[config.mk]
export PLATFORM = sky130hd
export DESIGN_NAME = multicycle_control_sequencer
export DESIGN_NICKNAME = d
export VERILOG_FILES = /design/src/rtl/multicycle_control_sequencer.sv
export SDC_FILE = /design/constraint.sdc
export NUM_CORES = 1
export LEC_CHECK = 0
export CAP_MARGIN = 20
export CORE_ASPECT_RATIO = 0.9
export CORE_MARGIN = 2
export CORE_UTILIZATION = 40
export DETAILED_ROUTE_END_ITERATION = 10
export PLACE_DENSITY = 0.72
export SLEW_MARGIN = 5
export SYNTH_ARGS = -nofsm -noshare
export SYNTH_HDL_FRONTEND = slang
export SYNTH_SLANG_ARGS = --single-unit
export TNS_END_PERCENT = 20
[constraint.sdc]
create_clock -name clk -period 2.05 [get_ports clk]
set_clock_uncertainty 0.2 [all_clocks]
set_input_delay 0.41 -clock clk [delete_from_list [all_inputs] [get_ports clk]]
set_output_delay 0.41 -clock clk [all_outputs]
set_load 0.05 [all_outputs]
[src/rtl/multicycle_control_sequencer.sv]
// Multicycle instruction sequencer: owns the IF/ID/EX/MEM*N/WB stage machine and gates decoder flags
// into single-stage strobes. Optional macro CTRL_SKIP_MEM_EN lets a zero MEM length bypass MEM entirely.
module multicycle_control_sequencer #(
   parameter int CYCLE_W        = 2,
   parameter int MAX_MEM_CYCLES = 3,
   parameter int STAGE_W        = 3
) (
   input  logic               clk,
   input  logic               reset,
   input  logic               stall,
   input  logic               dec_rr_read,
   input  logic               dec_rd_read,
   input  logic               dec_rd_write,
   input  logic               dec_mem_read,
   input  logic               dec_mem_write,
   input  logic               dec_io_read,
   input  logic               dec_io_write,
   input  logic               dec_io_write_early,
   input  logic               dec_sp_postdec,
   input  logic               dec_sp_preinc,
   input  logic [CYCLE_W-1:0] dec_mem_cycles,
   output logic [STAGE_W-1:0] pipeline_stage,
   output logic [CYCLE_W-1:0] cycle_count,
   output logic               reg_rr_read,
   output logic               reg_rd_read,
   output logic               reg_rd_write,
   output logic               mem_read,
   output logic               mem_write,
   output logic               io_read,
   output logic               io_write,
   output logic               sp_postdec,
   output logic               sp_preinc,
   output logic               instr_done
);

   // Encoding order matters: IF=0, ID=1, EX=2, MEM=3, WB=4 are visible on pipeline_stage.
   typedef enum logic [STAGE_W-1:0] {ST_IF, ST_ID, ST_EX, ST_MEM, ST_WB} stage_e;

   typedef struct packed {
      logic rd_write;
      logic mem_read;
      logic mem_write;
      logic io_read;
      logic io_write;
      logic io_early;
      logic sp_postdec;
      logic sp_preinc;
   } flags_t;

   localparam logic [CYCLE_W:0] MAX_C = (CYCLE_W+1)'(MAX_MEM_CYCLES);

   stage_e             stage_q, stage_d;
   logic [CYCLE_W-1:0] count_q, count_d;
   logic [CYCLE_W-1:0] last_q, last_d;
   flags_t             flags_q, flags_d;
   flags_t             dec_flags_s;
   logic               skip_s;

   // Index of the final MEM cycle: clamp the requested length to [1, MAX_MEM_CYCLES], minus one.
   function automatic logic [CYCLE_W-1:0] eff_last(input logic [CYCLE_W-1:0] n);
      logic [CYCLE_W:0] e;
      if (n == '0) begin
         e = (CYCLE_W+1)'(1);
      end else if ({1'b0, n} > MAX_C) begin
         e = MAX_C;
      end else begin
         e = {1'b0, n};
      end
      return CYCLE_W'(e - (CYCLE_W+1)'(1));
   endfunction

   assign dec_flags_s = '{rd_write:   dec_rd_write,
                          mem_read:   dec_mem_read,
                          mem_write:  dec_mem_write,
                          io_read:    dec_io_read,
                          io_write:   dec_io_write,
                          io_early:   dec_io_write_early,
                          sp_postdec: dec_sp_postdec,
                          sp_preinc:  dec_sp_preinc};

`ifdef CTRL_SKIP_MEM_EN
   logic skip_q;

   // Remember, at the ID->EX edge, whether this instruction has no MEM stage at all.
   always_ff @(posedge clk) begin
      if (reset) begin
         skip_q <= 1'b0;
      end else if (!stall && stage_q == ST_ID) begin
         skip_q <= (dec_mem_cycles == '0);
      end else begin
         skip_q <= skip_q;
      end
   end

   assign skip_s = skip_q;
`else
   assign skip_s = 1'b0;
`endif

   // Stage / MEM-count / latched-flag next-state logic; everything freezes under stall.
   always_comb begin
      stage_d = stage_q;
      count_d = count_q;
      last_d  = last_q;
      flags_d = flags_q;
      if (!stall) begin
         case (stage_q)
            ST_IF: stage_d = ST_ID;
            ST_ID: begin
               stage_d = ST_EX;
               flags_d = dec_flags_s;
               last_d  = eff_last(dec_mem_cycles);
            end
            ST_EX: stage_d = skip_s ? ST_WB : ST_MEM;
            ST_MEM: begin
               if (count_q < last_q) begin
                  count_d = count_q + CYCLE_W'(1);
               end else begin
                  count_d = '0;
                  stage_d = ST_WB;
               end
            end
            ST_WB: begin
               stage_d = ST_IF;
               flags_d = '0;
               last_d  = '0;
            end
            default: begin
               stage_d = ST_IF;
               count_d = '0;
            end
         endcase
      end else begin
         stage_d = stage_q;
      end
   end

   // Sequencer state registers.
   always_ff @(posedge clk) begin
      if (reset) begin
         stage_q <= ST_IF;
         count_q <= '0;
         last_q  <= '0;
         flags_q <= '0;
      end else begin
         stage_q <= stage_d;
         count_q <= count_d;
         last_q  <= last_d;
         flags_q <= flags_d;
      end
   end

   // Strobe decode: ID uses live decoder flags, later stages the latched copy.
   always_comb begin
      reg_rr_read  = 1'b0;
      reg_rd_read  = 1'b0;
      reg_rd_write = 1'b0;
      mem_read     = 1'b0;
      mem_write    = 1'b0;
      io_read      = 1'b0;
      io_write     = 1'b0;
      sp_postdec   = 1'b0;
      sp_preinc    = 1'b0;
      instr_done   = 1'b0;
      if (!stall) begin
         case (stage_q)
            ST_ID: begin
               reg_rr_read = dec_rr_read;
               reg_rd_read = dec_rd_read;
            end
            ST_EX: begin
               io_read   = flags_q.io_read;
               io_write  = flags_q.io_write & flags_q.io_early;
               sp_preinc = flags_q.sp_preinc;
            end
            ST_MEM: begin
               mem_read   = flags_q.mem_read;
               mem_write  = flags_q.mem_write;
               sp_postdec = flags_q.sp_postdec;
               sp_preinc  = flags_q.sp_preinc & (count_q != last_q);
            end
            ST_WB: begin
               reg_rd_write = flags_q.rd_write;
               io_write     = flags_q.io_write & ~flags_q.io_early;
               instr_done   = 1'b1;
            end
            default: begin
               instr_done = 1'b0;
            end
         endcase
      end else begin
         instr_done = 1'b0;
      end
   end

   assign pipeline_stage = stage_q;
   assign cycle_count    = count_q;

endmodule

==> impl_results.md <==
- CTS tree: built
- Outcome: completed
- Post-DP HPWL: 1650 um
- Ratio of cells with drive above 1 in the final layout: between 30 and 40%
- CP Buf/Inv Count: 2
- DRC viols: 0
- Max clock buf depth: 2
- Post-route cell area: ~1400 um^2
- Hold buffers post-CTS: 0
- Fin. Hold Viols: 0
- Initial antenna violation count: 0
- Via Count: 865
- Startpoint Class: flop
- Clk sink count: 15
- Largest net degree at the start of global routing: 14
- PortBufs: 29
- Syn Inst Count: about 100
- Power Density: 447 nW/um^2
- Least-Margin Pin Slew: 0.413 ns
- Register bit total from synthesis: 15
- IO Pins: 30
- Max-slew violations: 0
- Clock Latency Late Sink: 0.28 ns
- Die width: roughly 54 um
- Cell row count: 16
- Post-DR vias/cell: 5.15
- Fraction of the mapped netlist area in adder cells: 2.83%
- Multi-input logic area: 544 um^2
- Layout fillers: 171
- Final #Nets: 159
- Area Growth Syn to Fin: 59.0%
- Crit-path max FO: 4
- Syn Std Cell Area: 885 um^2
- Die Y: 48.6 um
- Unique masters post-synth: 37
- Post-synthesis mux area share: 0%
- Achievable Freq: 493 MHz
- Post-synthesis xor/xnor area fraction: under 10%
- Syn nets: 121
- Endpoints failing setup: 0
- Critical Path, Cell by Cell: inv_1, ha_1, a31oi_4, buf_12
- Core area: 2140 um^2
- Placed Area: 1350 um^2
- DR pass1 iterations: 4
- First-pass GRT wire length: 3640 um
- Simple-Gate Fraction of Synth Area: roughly a third
- Top delay family on crit path: flip-flops
- Post-synthesis compound-gate area fraction: roughly 20%
- Vias in the first global route: 819
- Setup CP Type: reg2out
- Data required time of the critical path: 1.44 ns
- CP peak stage delay: between 0.3 and 0.4 ns
- Leak: 0.000526 uW
- # diodes: 0
- Hold WC Path Type: reg2reg
- Synth Warn #: 0
- # Max-Cap Violations: 0
- Largest family of logic cells by synthesized area: simple AND/OR/NAND/NOR gates
- H-tree levels: 1
- Avg Cell Area, Syn: 8.51 um^2
- Crit share post-route: between 90% and 100%
- Post-DRT Antenna Nets: 0
- GPL Wtd Cong: ~0.76
- RSZ-0062 raised after global routing: yes
- Final worst path period need: roughly 2 ns
- CTS buffer count: 3
- Endpoint class of the critical path: primary output
- Post-synthesis sequential area ratio: between 30 and 40%
- Root buffer cell: clkbuf_4
- Hold Worst Slack: 0.277 ns
- FF/Latch Area: 312 um^2
- Full die area: 2600 um^2
- Critical path arrival: around 1.4 ns
- Routed len/inst: 12.3 um
- Crit-path slowest cell: dfxtp_1
- Gr ovfl total: 0
- Post-Route WL: 2070 um
- GRT Total Usage: 18.4%
- Starting density of the core: between 40 and 50%
- Worst IR Drop VDD: 0.000509 V
- Max_slew headroom: 72.3%
- Reg clk slew, reported paths: 0.10 ns
- Number of DRC markers in iteration 0: 8
## worst reg2reg max path, stage by stage, from the launching register on
cell and delay, ns:
dfxtp_4 0.38, buf_4 0.16, xnor2_2 0.37, o21ai_0 0.17, a21oi_1 0.17
## where the power goes
group | total, uW | switching, uW | internal [uW]
logic | 142 | 68.9 | 73.4
clock network | 171 | 95.2 | 75.3
registers | 316 | 15.0 | 301
## cell usage in the layout (no fill, tap or decap), types with 2 or more instances in the layout
| cell | synthesis | routed |
|---|---|---|
| buf_4 | 1 | 16 |
| buf_12 | 0 | 11 |
| ha_1 | 2 | 2 |
| o21ai_1 | 2 | 2 |
| nor2b_1 | 3 | 3 |
| dfxtp_1 | 15 | 12 |
| nand2_1 | 11 | 11 |
| inv_1 | 4 | 4 |
| nand3b_1 | 2 | 2 |
| o21ai_0 | 9 | 9 |
| clkbuf_4 | 0 | 3 |
| nand3_1 | 2 | 2 |
| and2_1 | 4 | 3 |
| dfxtp_4 | 0 | 3 |
| clkdlybuf4s50_1 | 0 | 13 |
| nor4b_4 | 1 | 2 |
| a21oi_1 | 15 | 15 |
| nand4_1 | 2 | 2 |
| nor3b_1 | 2 | 2 |
| and2_4 | 0 | 3 |
## cell usage after synthesis
cell type	number	area share, %
a21oi_1	15	8.5
a31oi_1	2	1.4
and2_1	4	2.8
and2_2	2	1.7
and2b_1	1	0.85
and3b_1	1	0.99
and4b_1	1	1.1
and4bb_2	1	1.4
buf_2	2	1.1
buf_4	1	0.85
buf_6	3	3.8
clkbuf_2	1	0.57
dfxtp_1	15	34
dlygate4sd1_1	1	0.99
ha_1	2	2.8
inv_1	4	1.7
nand2_1	11	4.7
nand2b_1	1	0.71
nand3_1	2	1.1
nand3b_1	2	1.7
nand4_1	2	1.4
nand4b_1	1	0.99
nor2_1	2	0.85
nor2b_1	3	2.1
nor3_1	1	0.57
nor3b_1	2	1.7
nor3b_2	2	2.8
nor4b_2	1	1.7
nor4b_4	1	2.7
o211ai_1	1	0.85
o21ai_0	9	5.1
o21ai_1	2	1.1
o21bai_1	1	0.85
o311ai_1	1	0.99
o31ai_1	1	0.85
or2_2	1	0.71
xnor2_2	1	1.8
## cell families (layout without fill, tap and decap cells)
group / after synthesis / after routing
flip-flops: 15 / 15
XOR/XNOR: 1 / 1
buffers and inverters: 12 / 49
AO/OA/AOI/OAI: 32 / 32
AND/OR/NAND/NOR: 42 / 42
adder cells (fa/ha/maj): 2 / 2
## registers in the layout (all words and copies together) (netlist names)
name	flops
pipeline_stage	3
flags_q	8
cycle_count	2
last_q	2
## metrics by stage
step	TNS (ns)	power, uW	setup slack, ns	instances	util [%]
final	0	629	0.0212	168	65.7
after global routing	-0.199	674	-0.0702	168	65.7
after CTS	-0.00134	631	-0.00134	166	64.7
after detailed placement	-2.37	462	-0.287	160	62.9
after global placement	-1.97	458	-0.258	160	62.9
after floorplan	-0.161	402	-0.0919	104	-
## final cells by class
type | count | area share, %
Multi-Input combinational cell | 77 | 38.7
Clock buffer | 4 | 1.87
Tap cell | 27 | 2.40
Timing Repair Buffer | 41 | 33.8
Inverter | 4 | 1.07
Sequential cell | 15 | 22.2
## what timing repair did
action	CTS	global route
setup buffers	2	2
setup endpoints to repair	10	10
gates resized for setup	6	2
pin swaps	2	1
## path summary, 6_finish.rpt
kind                                         from         end  slack (ns)  cells after the start
worst min register to register         flags_q[1]  flags_q[1]        0.28                      2
worst min-delay path                   flags_q[1]  flags_q[1]        0.28                      2
worst max-delay path               cycle_count[0]   sp_preinc        0.02                      4
worst max register to register  pipeline_stage[2]  flags_q[7]        0.56                      4
## layer usage
layer | track usage, % | vias up | part of all wire (%)
li1 | - | 444 | -
met1 | 22.8 | 403 | 42
met2 | 32.5 | 18 | 54
met3 | 3.09 | 0 | 4.4
met4 | 3.85 | 0 | 0
met5 | 0 | - | 0
No activity file was read; power rests on OpenSTA's default activity.
